<file path="config.mk">
export PLATFORM = sky130hd
export DESIGN_NAME = fetch_pc_flat
export DESIGN_NICKNAME = d
export VERILOG_FILES = /design/src/rtl/fetch_pc_if.sv /design/src/rtl/fetch_pc.sv /design/src/flat_wrapper.sv
export SDC_FILE = /design/constraint.sdc
export NUM_CORES = 1
export LEC_CHECK = 0
export ABC_AREA = 1
export CORE_MARGIN = 3
export CORE_UTILIZATION = 51
export DETAILED_ROUTE_END_ITERATION = 6
export GPL_TIMING_DRIVEN = 1
export PLACE_DENSITY = 0.83
export SLEW_MARGIN = 20
export SYNTH_ARGS = -nofsm -noshare
export SYNTH_HDL_FRONTEND = slang
export SYNTH_SLANG_ARGS = --single-unit
</file>
<file path="constraint.sdc">
create_clock -name clk -period 3.54 [get_ports clk]
set_clock_uncertainty 0.05 [all_clocks]
set_input_delay 0.354 -clock clk [delete_from_list [all_inputs] [get_ports clk]]
set_output_delay 0.354 -clock clk [all_outputs]
set_load 0.02 [all_outputs]
</file>
<file path="src/rtl/fetch_pc_if.sv">
// Fetch-PC control/status bundle: next-PC selection inputs toward the
// PC unit and the fetch address / status coming back from it.
// master = sequencer/decoder side, slave = the fetch_pc block.
interface fetch_pc_if;
    logic        en;
    logic        halt;
    logic [1:0]  npc_sel;
    logic        br_taken;
    logic [15:0] imm16;
    logic [25:0] instr_index;
    logic [31:0] rs_val;
    logic [31:0] pc;
    logic [31:0] pc_plus4;
    logic [31:0] fetch_cnt;
    logic [1:0]  state;
    logic        addr_err;

    modport master (
        output en, halt, npc_sel, br_taken, imm16, instr_index, rs_val,
        input  pc, pc_plus4, fetch_cnt, state, addr_err
    );

    modport slave (
        input  en, halt, npc_sel, br_taken, imm16, instr_index, rs_val,
        output pc, pc_plus4, fetch_cnt, state, addr_err
    );
endinterface

</file>
<file path="src/rtl/fetch_pc.sv">
// Program counter for the fetch stage: selects sequential / branch / jump /
// register next-PC, counts advances, and supports HALT and an optional
// illegal-target ERR state.
// Optional feature macro: FETCH_PC_RANGE_CHECK_EN -- when defined, a
// misaligned or out-of-memory next-PC is refused and the unit enters ERR.
module fetch_pc #(
    parameter logic [31:0] RESET_PC = 32'h0000_3000,
    parameter int          IM_WORDS = 1024
) (
    input  logic       clk,
    input  logic       reset,
    fetch_pc_if.slave  bus
);

    typedef enum logic [1:0] {
        RUN  = 2'b00,
        HALT = 2'b01,
        ERR  = 2'b10
    } state_t;

`ifdef FETCH_PC_RANGE_CHECK_EN
    localparam bit RANGE_CHECK = 1'b1;
`else
    localparam bit RANGE_CHECK = 1'b0;
`endif

    // Legal fetch window [PC_LO, PC_HI), widened to 33 bits so the upper
    // bound cannot wrap when the memory sits at the top of the address map.
    localparam logic [32:0] PC_LO = {1'b0, RESET_PC};
    localparam logic [32:0] PC_HI = PC_LO + (33'(IM_WORDS) << 2);

    logic [31:0]        pc_p1;
    logic [31:0]        cnt_p1;
    state_t             state_p1;
    logic               err_p1;

    logic [31:0]        pc_plus4_p0;
    logic signed [31:0] br_off_p0;
    logic [31:0]        npc_p0;
    logic               npc_ok_p0;

    // Counter that sticks at all-ones instead of wrapping.
    function automatic logic [31:0] sat_inc(input logic [31:0] v);
        return (v == 32'hFFFF_FFFF) ? v : v + 32'd1;
    endfunction

    // Word-aligned and inside the instruction memory.
    function automatic logic in_window(input logic [31:0] a);
        return (a[1:0] == 2'b00) && ({1'b0, a} >= PC_LO) && ({1'b0, a} < PC_HI);
    endfunction

    assign pc_plus4_p0 = pc_p1 + 32'd4;
    assign br_off_p0   = {{14{bus.imm16[15]}}, bus.imm16, 2'b00};

    // Next-PC source mux; all additions wrap modulo 2^32.
    always_comb begin
        npc_p0 = pc_plus4_p0;
        case (bus.npc_sel)
            2'b00: npc_p0 = pc_plus4_p0;
            2'b01: npc_p0 = bus.br_taken ? (pc_plus4_p0 + $unsigned(br_off_p0)) : pc_plus4_p0;
            2'b10: npc_p0 = {pc_plus4_p0[31:28], bus.instr_index, 2'b00};
            2'b11: npc_p0 = bus.rs_val;
            default: npc_p0 = pc_plus4_p0;
        endcase
    end

    assign npc_ok_p0 = !RANGE_CHECK || in_window(npc_p0);

    // RUN/HALT/ERR control with PC, counter and error flag registered together.
    always_ff @(posedge clk or posedge reset) begin
        if (reset) begin
            pc_p1    <= RESET_PC;
            cnt_p1   <= 32'd0;
            state_p1 <= RUN;
            err_p1   <= 1'b0;
        end else begin
            case (state_p1)
                RUN: begin
                    if (bus.halt) begin
                        state_p1 <= HALT;
                    end else if (bus.en) begin
                        if (npc_ok_p0) begin
                            pc_p1  <= npc_p0;
                            cnt_p1 <= sat_inc(cnt_p1);
                        end else begin
                            state_p1 <= ERR;
                            err_p1   <= 1'b1;
                        end
                    end
                end
                HALT: state_p1 <= HALT;
                ERR:  state_p1 <= ERR;
                default: state_p1 <= ERR;
            endcase
        end
    end

    assign bus.pc        = pc_p1;
    assign bus.pc_plus4  = pc_plus4_p0;
    assign bus.fetch_cnt = cnt_p1;
    assign bus.state     = state_p1;
    assign bus.addr_err  = err_p1;

endmodule

</file>
<file path="src/flat_wrapper.sv">
// flat-port wrapper written by rule: the top's interface ports become plain ports
module fetch_pc_flat 
#(
    parameter logic [31:0] RESET_PC = 32'h0000_3000,
    parameter int          IM_WORDS = 1024
)
  (clk, reset, bus_en, bus_halt, bus_npc_sel, bus_br_taken, bus_imm16, bus_instr_index, bus_rs_val, bus_pc, bus_pc_plus4, bus_fetch_cnt, bus_state, bus_addr_err);
  fetch_pc_if bus_i ();
  input  logic clk;
  input  logic reset;
  input wire logic [$bits(bus_i.en)-1:0] bus_en;
  input wire logic [$bits(bus_i.halt)-1:0] bus_halt;
  input wire logic [$bits(bus_i.npc_sel)-1:0] bus_npc_sel;
  input wire logic [$bits(bus_i.br_taken)-1:0] bus_br_taken;
  input wire logic [$bits(bus_i.imm16)-1:0] bus_imm16;
  input wire logic [$bits(bus_i.instr_index)-1:0] bus_instr_index;
  input wire logic [$bits(bus_i.rs_val)-1:0] bus_rs_val;
  output wire logic [$bits(bus_i.pc)-1:0] bus_pc;
  output wire logic [$bits(bus_i.pc_plus4)-1:0] bus_pc_plus4;
  output wire logic [$bits(bus_i.fetch_cnt)-1:0] bus_fetch_cnt;
  output wire logic [$bits(bus_i.state)-1:0] bus_state;
  output wire logic [$bits(bus_i.addr_err)-1:0] bus_addr_err;
  assign bus_i.en = bus_en;
  assign bus_i.halt = bus_halt;
  assign bus_i.npc_sel = bus_npc_sel;
  assign bus_i.br_taken = bus_br_taken;
  assign bus_i.imm16 = bus_imm16;
  assign bus_i.instr_index = bus_instr_index;
  assign bus_i.rs_val = bus_rs_val;
  assign bus_pc = bus_i.pc;
  assign bus_pc_plus4 = bus_i.pc_plus4;
  assign bus_fetch_cnt = bus_i.fetch_cnt;
  assign bus_state = bus_i.state;
  assign bus_addr_err = bus_i.addr_err;
  fetch_pc #(.RESET_PC(RESET_PC), .IM_WORDS(IM_WORDS)) u_core (.clk(clk), .reset(reset), .bus(bus_i));
endmodule
</file>
== Word-level counts from Yosys, hierarchy flattened ==
Cells that the tools add are included.
Word-level totals
  register bits after elaboration: 66
  latch bits: 0
  memory bits (writable): 0
  memory bits (read-only): 0
  bits of input ports: 81
  output and inout port bits: 99
  memories kept: 0
Cells by class
  $add $sub $neg: 3
  multipliers: 0
  divide/modulo/power cells: 0
  order comparisons: 0
  equality and inequality tests: 6
  shift-type cells: 0
  mux-type cells: 4
  bitwise logic cells: 2
  reduce and logical (&&, ||, !) cells: 4
Operator list (number)
  case mux 32 bit (4 select lines): 1
  adder 32 x 1 -> 32 bit, second input constant: 1
  adder 32 x 3 -> 32 bit, second input constant: 1
  adder 32 bit: 1
  equality test 32 bit, second input constant: 1
  2-to-1 mux 32 bit: 1
  equality test 2 x 1 -> 1 bit, second input constant: 2
  equality test 2 bit, second input constant: 2
  zero test 2 bit: 2
  case mux 2 bit (2 select lines): 1
  AND reduction 4 bit: 1
  AND reduction 3 bit: 1
  2-to-1 mux 2 bit: 1
  != test 2 bit, second input constant: 1
  inverter 1 bit: 2

== Depth between registers and ports, before layout ==
Gate-level depths: netlist (run 1).
  word-level depth: 4
  gate-level depth with buffers: 26
  gate-level depth less buffers: 26

== Least setup slack after synthesis (run 1) ==
OpenSTA, ideal clock, no wires.
  path kind: register to register
  from: register u_core.pc_p1[2] (netlist: u_core.bus.pc[2])
  to: register u_core.pc_p1[27] (netlist: u_core.bus.pc[27])
  library setup time: 117 ps
  data arrival time: 2957 ps
  slack: 417 ps
  cell stages (with the launch flop): 22
  buffers on the path: 0
  clock period less this slack: 3123 ps
  cells stage by stage: dfrtp_1 ha_1 nand2_1 inv_1 nand2_2 nor3_4 nand2_4 o21ai_2 and2_4 inv_1 ha_1 a21oi_1 nand2_1 o21bai_1 a21oi_1 nand2_1 nand2_1 nand3_1 nand2_1 nand2_1 nand2_1 nand2_1
On the way
  cells in the longest elaborated chain, start to end: 4
RTL lines
  start: declaration: RTL line fetch_pc.sv:32  | logic [31:0] pc_p1;
  start signal: assignment: RTL line fetch_pc.sv:83  | pc_p1 <= npc_p0;
  adder 32 x 3 -> 32 bit: RTL line fetch_pc.sv:52  | assign pc_plus4_p0 = pc_p1 + 32'd4;
  net bus_pc_plus4[26]: RTL line flat_wrapper.sv:19  | output wire logic [$bits(bus_i.pc_plus4)-1:0] bus_pc_plus4;
  adder 32 bit: RTL line fetch_pc.sv:60  | 2'b01: npc_p0 = bus.br_taken ? (pc_plus4_p0 + $unsigned(br_off_p0)) : pc_plus4_p0;
  2-to-1 mux 32 bit: RTL line fetch_pc.sv:60
  case mux 32 bit (4 select lines): RTL line fetch_pc.sv:58  | case (bus.npc_sel)
The timed path passes the listed nets, and every way through them passes these cells.
A chain may end at the register's enable or synchronous reset.

== Worst setup path after layout (run 1) ==
  from: register u_core.pc_p1[12] (netlist: u_core.bus.pc[12])
  to: register u_core.pc_p1[28] (netlist: u_core.bus.pc[28])
On the way
  cells in the longest elaborated chain, start to end: 4
RTL lines (RTL line)
  adder 32 x 3 -> 32 bit (*): fetch_pc.sv:52
  adder 32 bit: fetch_pc.sv:60
  2-to-1 mux 32 bit: fetch_pc.sv:60
  case mux 32 bit (4 select lines) (*): fetch_pc.sv:58
Every way passes the cells marked *; elsewhere a longest branch is shown, timed or not.

==> reports/metrics.cfg, run 1 <==
[die]
fp-row-count=42
start_util=0.5247
coreArea_sq_um=13350
die_h_um=123.2
ios=180
die-width_um=123.2
die_area_sq_um=15180

[power_and_ir_drop]
pwr-share-clk=0.350
p_sw_frac=0.3302
sequentialPowerShare=0.326
powerDensity_nw_per_um2=261.8
leakagePower_nw=4.791
p_comb_frac=0.324
vdd_ir_drop_max_mv=0.3906
switching_power_mw=0.8183
internal_power_mw=1.660

[global_route]
grt_pass1_vias=7671
antenna_found_initial=0
grt-ovfl-total=0
grt.total_usage=0.3446
grtUsageMet2=0.5437
grt_busiest_layer=met2
grt_max_degree=67
use_met1=0.4665
grt_pass1_wl_um=40430
grt_use_met3=0.06221

[logic_synthesis]
synth_cells=1137
ys_seq_area_frac=0.2362
synth_edf_count=0
syn_area_sq_um=7004
synth-seq-cells=66
syn_area_per_cell_sq_um=6.160
yosysUniqueCellTypes=53
ys_warn_count=0
async_flop_share=1.000
synth_nets=1255
synth-main-ff-cell=dfrtp_1

[clock_network]
clock_sinks=66
cts_tree=built
clk_latency_ps=330
cts_hold_buf=0
htreeDepth=3
clkTransAtPathRegs_ps=50
ctsRootBufferMaster=clkbuf_16
cts_made_buffers=9
clockBufferDepth=2

[drt]
post_drt_wl_per_cell_um=17.77
drc_errors=0
first_pass_iters=7
vias_per_cell=5.568
ant_nets=0
routed-via-count=8380
wl_um=26740
drtIter0Drc=914

[layout]
antenna_cells=0
fill_cells=1164
nNetsFinal=1443
area_delta_synth_final_pct=35.16
drive_gt1_frac=0.07976
final_cell_area_sq_um=9467

[sta]
worst_pin_slew_ps=1095
slew_violations=0
hold_viol=0
min_period_ps=3377
max_slew_margin=0.2692
setup_viol=0
min_period_over_period=0.9540
tns_ps=0
max_freq_mhz=296.1

[place]
routabilityCongestion=1.061
dp_hpwl_um=21040
io_buffer_count=178
post_dp_cell_area_sq_um=9034

[outcome]
status=complete, no violations

[setup_path]
start_kind=register
arrival_ps=3560
crit_type=reg -> reg
cp_max_fo=5
required_ps=3720
end_kind=register

[run]
maxCapViolations=0

[hold_path]
holdCritPathClass=reg -> reg

-- logic make-up after synthesis --
family                     synth area share
AOI/OAI and AO/OA                    0.1106
xor gates and xnor gates            0.06610
adders and majority gates           0.06717
buffers and inverters                0.1083
DFF                                  0.2362
other                             0.0005354
and+or+nand+nor                      0.4112
-- worst paths after layout --
check / cells after the start / end / startpoint / slack, ps
setup / recovery: 20 / u_core.bus.pc[28] / u_core.bus.pc[12] / 160
hold / removal: 0 / u_core.bus.state[1] / u_core.bus.state[1] / 380
setup reg to reg: 20 / u_core.bus.pc[28] / u_core.bus.pc[12] / 160
hold reg to reg: 0 / u_core.bus.state[1] / u_core.bus.state[1] / 380
max in group asynchronous: 3 / u_core.bus.pc[11] / reset / 2340
min in group asynchronous: 3 / u_core.bus.fetch_cnt[2] / reset / 530
-- stage by stage --
| stage | hold slack, ps | power (mW) | setup slack [ps] | util | std cells |
|---|---|---|---|---|---|
| finish | 375.9 | 2.478 | 162.8 | 0.7092 | 1505 |
| global route | 407.8 | 2.577 | -21.93 | 0.7092 | 1505 |
| CTS | 379.3 | 2.451 | 105.0 | 0.6983 | 1502 |
| detailed placement | 365.3 | 1.583 | 144.2 | 0.6768 | 1487 |
| global placement | 369.7 | 1.578 | 186.9 | 0.6768 | 1487 |
| floorplan | 448.9 | 1.250 | 416.5 | - | 1137 |
-- sequential cells by signal, summed over array words and instances, names as in the netlist --
signal,flops
u_core.bus.fetch_cnt,32
u_core.bus.state,2
u_core.bus.pc,32
-- routing by layer --
| metal | vias up | wire, um |
|---|---|---|
| li1 | 4034 | - |
| met1 | 3776 | 11050 |
| met2 | 491 | 12030 |
| met3 | 79 | 2637 |
| met4 | 0 | 1026 |
| met5 | - | 0 |
-- Yosys cell counts (6+ instances only) --
master | instances | area, sq um
a21oi_1 | 47 | 235.2
a221oi_1 | 15 | 131.4
buf_2 | 6 | 30.03
clkbuf_1 | 11 | 41.29
dfrtp_1 | 64 | 1602
ha_1 | 36 | 450.4
inv_1 | 159 | 596.8
nand2_1 | 385 | 1445
nand2_2 | 10 | 62.56
nand3_1 | 85 | 425.4
nand3b_1 | 6 | 45.04
nand4_1 | 24 | 150.1
nor2_1 | 103 | 386.6
nor2_2 | 6 | 37.54
nor3_1 | 17 | 85.08
nor4_1 | 6 | 37.54
o211ai_1 | 6 | 45.04
o21ai_0 | 37 | 185.2
xnor2_1 | 17 | 148.9
xor2_1 | 34 | 297.8
-- cells in the final DEF (no fill, tap or decap), types with 14 or more instances in the layout --
| cell type | netlist | routed |
|---|---|---|
| nor3_1 | 17 | 14 |
| a221oi_1 | 15 | 15 |
| nand4_1 | 24 | 24 |
| nor2_1 | 103 | 97 |
| xnor2_1 | 17 | 17 |
| buf_4 | 5 | 24 |
| clkdlybuf4s50_1 | 0 | 178 |
| a21oi_1 | 47 | 41 |
| o21ai_0 | 37 | 34 |
| inv_1 | 159 | 158 |
| dfrtp_1 | 64 | 63 |
| nand3_1 | 85 | 85 |
| ha_1 | 36 | 32 |
| xor2_1 | 34 | 30 |
| nand2_1 | 385 | 383 |
-- area by class of cell --
cell class	instances	area (sq um)	area share
clock buffers	12	246.5	0.02604
clock inverters	3	40.04	0.004229
inverters	164	615.6	0.06503
multi-input cells	881	4707	0.4972
flip-flops and latches	66	1655	0.1749
well taps	176	220.2	0.02326
repair buffers	203	1982	0.2094
-- repair_timing --
action,CTS,global route
setup endpoints to repair,0,13
setup buffers,0,3
gates resized for setup,0,29
-- worst max-delay path: stages, from the launching register on --
cell and delay [ps]:
dfstp_2 570, nand2_1 110, nor2_2 150, nand2_1 100, nor2_4 180, buf_12 130, nand4_1 130, xor2_2 210
inv_1 110, ha_2 400, nand2_1 110, nor2_1 180, nand2_1 110, nor3_1 140, nand2_1 140, nand2_1 100
nand2_1 50, nand3_1 110, nand3_1 80, nand2_1 70, inv_1 40
-- power by group through the flow --
stage,Clock (mW),Combinational (mW),Sequential [mW]
2_1_floorplan,0,0.418,0.832
3_3_place_gp,0,0.761,0.817
3_5_place_dp,0,0.765,0.818
4_1_cts,0.875,0.770,0.806
5_1_grt,0.902,0.864,0.811
6_report,0.868,0.802,0.808
No activity file was read; power rests on OpenSTA's default activity.
==> inputs of run 2 (changes only) <==
Settings changed: CORE_UTILIZATION 51 to 55, PLACE_DENSITY 0.83 to 0.88.
Clock period 3.54 ns to 4.36 ns, I/O delays scaled along.
==> run 2 against run 1 <==
Against the previous run: die area fell by 6.9%; global-route usage rose by 2.1 points; non-clock buffer count fell by 18; total power fell by 19%; maximum frequency fell by 9.1%; sequential share of layout area rose by 0.47 points; cell count fell by 1.7%; setup slack improved by 480 ps; first-iteration DRC count rose by 18%; clock power fell by 16%; critical path type unchanged; highest routed layer unchanged.
==> reports/metrics.cfg, run 2 (synthesized netlist as in run 1, its figures left out) <==
[setup_path]
arrival_ps=3890  ; +330 ps
required_ps=4540  ; +820 ps
start_kind=register
crit_type=reg -> reg
end_kind=register
cp_max_fo=8  ; +3
reg2regPathDepth=20  ; unchanged
reg2reg_slack_ps=650  ; +480 ps

[layout]
final_cell_mix=nand2_1, clkdlybuf4s50_1, inv_1, nor2_1, nand3_1
area_delta_synth_final_pct=31.49
drive_gt1_frac=0.04878  ; -0.03098
final_common_cell=nand2_1
nNetsFinal=1425  ; -1.2%
final_cell_area_sq_um=9210  ; -2.7%
antenna_cells=0  ; unchanged

[drt]
ant_nets=0  ; unchanged
post_drt_wl_per_cell_um=17.80  ; +0.18%
routed-via-count=8445  ; +0.78%
first_pass_iters=6  ; -1
wl_um=26350  ; -1.5%
drc_errors=0  ; unchanged
drtIter0Drc=1075  ; +18%
vias_per_cell=5.706  ; +2.5%

[clock_network]
clock_sinks=66  ; unchanged
htreeDepth=3  ; unchanged
cts_made_buffers=9  ; unchanged
ctsResizeCount=0  ; unchanged
post_cts_buffers=0  ; unchanged
clk_latency_ps=330  ; about the same
clkTransAtPathRegs_ps=50  ; about the same
clockBufferDepth=2  ; unchanged
ctsRootBufferMaster=clkbuf_16
cts_hold_buf=0  ; unchanged
cts_tree=built

[sta]
setup_viol=0  ; unchanged
max_freq_mhz=269.3  ; -9.1%
slew_violations=0  ; unchanged
min_period_over_period=0.8518  ; -0.1022
hold_viol=0  ; unchanged
tns_ps=0  ; unchanged
min_period_ps=3714  ; +336.7 ps
worst_pin_slew_ps=832.9  ; -262.0 ps
max_slew_margin=0.4430  ; +0.1737
rsz0062_at_grt=false

[die]
ios=180  ; unchanged
die_h_um=118.9  ; -3.5%
die_area_sq_um=14130  ; -6.9%
coreArea_sq_um=12210  ; -8.5%
start_util=0.5736  ; +0.04882
die-width_um=118.9  ; -3.5%
fp-row-count=40  ; -4.8%

[power_and_ir_drop]
powerDensity_nw_per_um2=218.0  ; -17%
pwr-share-clk=0.364  ; +0.014
internal_power_mw=1.353  ; -18%
leakagePower_nw=4.696  ; -2.0%
switching_power_mw=0.6545  ; -20%
p_comb_frac=0.310  ; -0.014
sequentialPowerShare=0.326  ; about the same
p_sw_frac=0.3260  ; -0.004205
vdd_ir_drop_max_mv=0.2907  ; -26%
power_mw=2.007  ; -19%

[place]
post_dp_cell_area_sq_um=8911  ; -1.4%
dp_hpwl_um=20770  ; -1.3%
io_buffer_count=178  ; unchanged
routabilityCongestion=1.015  ; -4.3%

[global_route]
grt.total_usage=0.3653  ; +0.02066
grt_pass1_wl_um=41090  ; +1.6%
grt_max_degree=36  ; -46%
antenna_found_initial=0  ; unchanged
grt_pass1_vias=7906  ; +3.1%
grt-ovfl-total=0  ; unchanged

[hold_path]
holdCritPathClass=reg -> reg
hold_depth=0  ; unchanged

[run]
maxCapViolations=0  ; unchanged

[outcome]
status=complete, no violations

run 2: cell count changes in the layout (fill, tap and decap cells not counted), moves of 4 or more:
| cell | delta |
|---|---|
| a21oi_1 | +6 |
| xor2_2 | -4 |
| buf_4 | -17 |
| xor2_1 | +4 |
| ha_1 | +4 |
| a21oi_2 | -5 |
| nor2_1 | +6 |
| nor2_2 | -6 |
run 2: stage by stage:
stage	setup WS, ps	util	std cells	hold slack, ps
floorplan	1237	-	1137	474.9
global placement	884.8	0.7297	1464	369.4
detailed placement	879.3	0.7297	1464	379.7
CTS	811.3	0.7542	1480	394.7
global route	428.8	0.7542	1480	421.5
finish	646.1	0.7542	1480	387.7
run 2: routing by layer:
metal / share of wire / vias to the layer above / track usage
met1: 0.40 / 3884 / 0.4773
met5: 0 / - / 0
met3: 0.093 / 67 / 0.05793
li1: - / 3992 / -
met2: 0.47 / 502 / 0.6174
met4: 0.033 / 0 / 0.1224
run 2: worst paths after layout:
| path | start | to |
|---|---|---|
| max | u_core.bus.pc[12] | u_core.bus.pc[27] |
| min | u_core.bus.state[1] | u_core.bus.state[1] |
| max reg2reg | u_core.bus.pc[12] | u_core.bus.pc[27] |
| min reg2reg | u_core.bus.state[1] | u_core.bus.state[1] |
| max in group asynchronous | reset | u_core.bus.pc[12] |
| min in group asynchronous | reset | u_core.bus.fetch_cnt[4] |
run 2: critical path, stage by stage, from the launching register on:
cell and delay [ps]:
dfstp_2 570, nand2_1 100, nor2_1 190, nand2_1 120
nor2_4 200, nand4_1 130, xor2_1 390, inv_1 130
ha_1 370, nand2_1 140, inv_1 50, a21oi_1 370
o21bai_1 100, a21oi_1 170, nand2_1 70, nand2_1 60
nand3_1 60, nand2_1 70, nand2_1 110, nand2_1 100
nand2_1 50
run 2: layout make-up:
class | instances | area (sq um)
repair buffers | 185 | 1834
clock buffers | 14 | 264.0
flip-flops and latches | 66 | 1654
multi-input cells | 881 | 4597
clock inverters | 2 | 35.03
inverters | 164 | 615.6
fillers | 1010 | 3002
well taps | 168 | 210.2
run 2: power by group through the flow:
stage	Combinational [mW]	Sequential (mW)	Clock, mW
floorplan	0.339	0.676	0
global placement	0.603	0.663	0
global route	0.675	0.656	0.757
CTS	0.611	0.653	0.732
detailed placement	0.606	0.663	0
finish	0.622	0.655	0.731
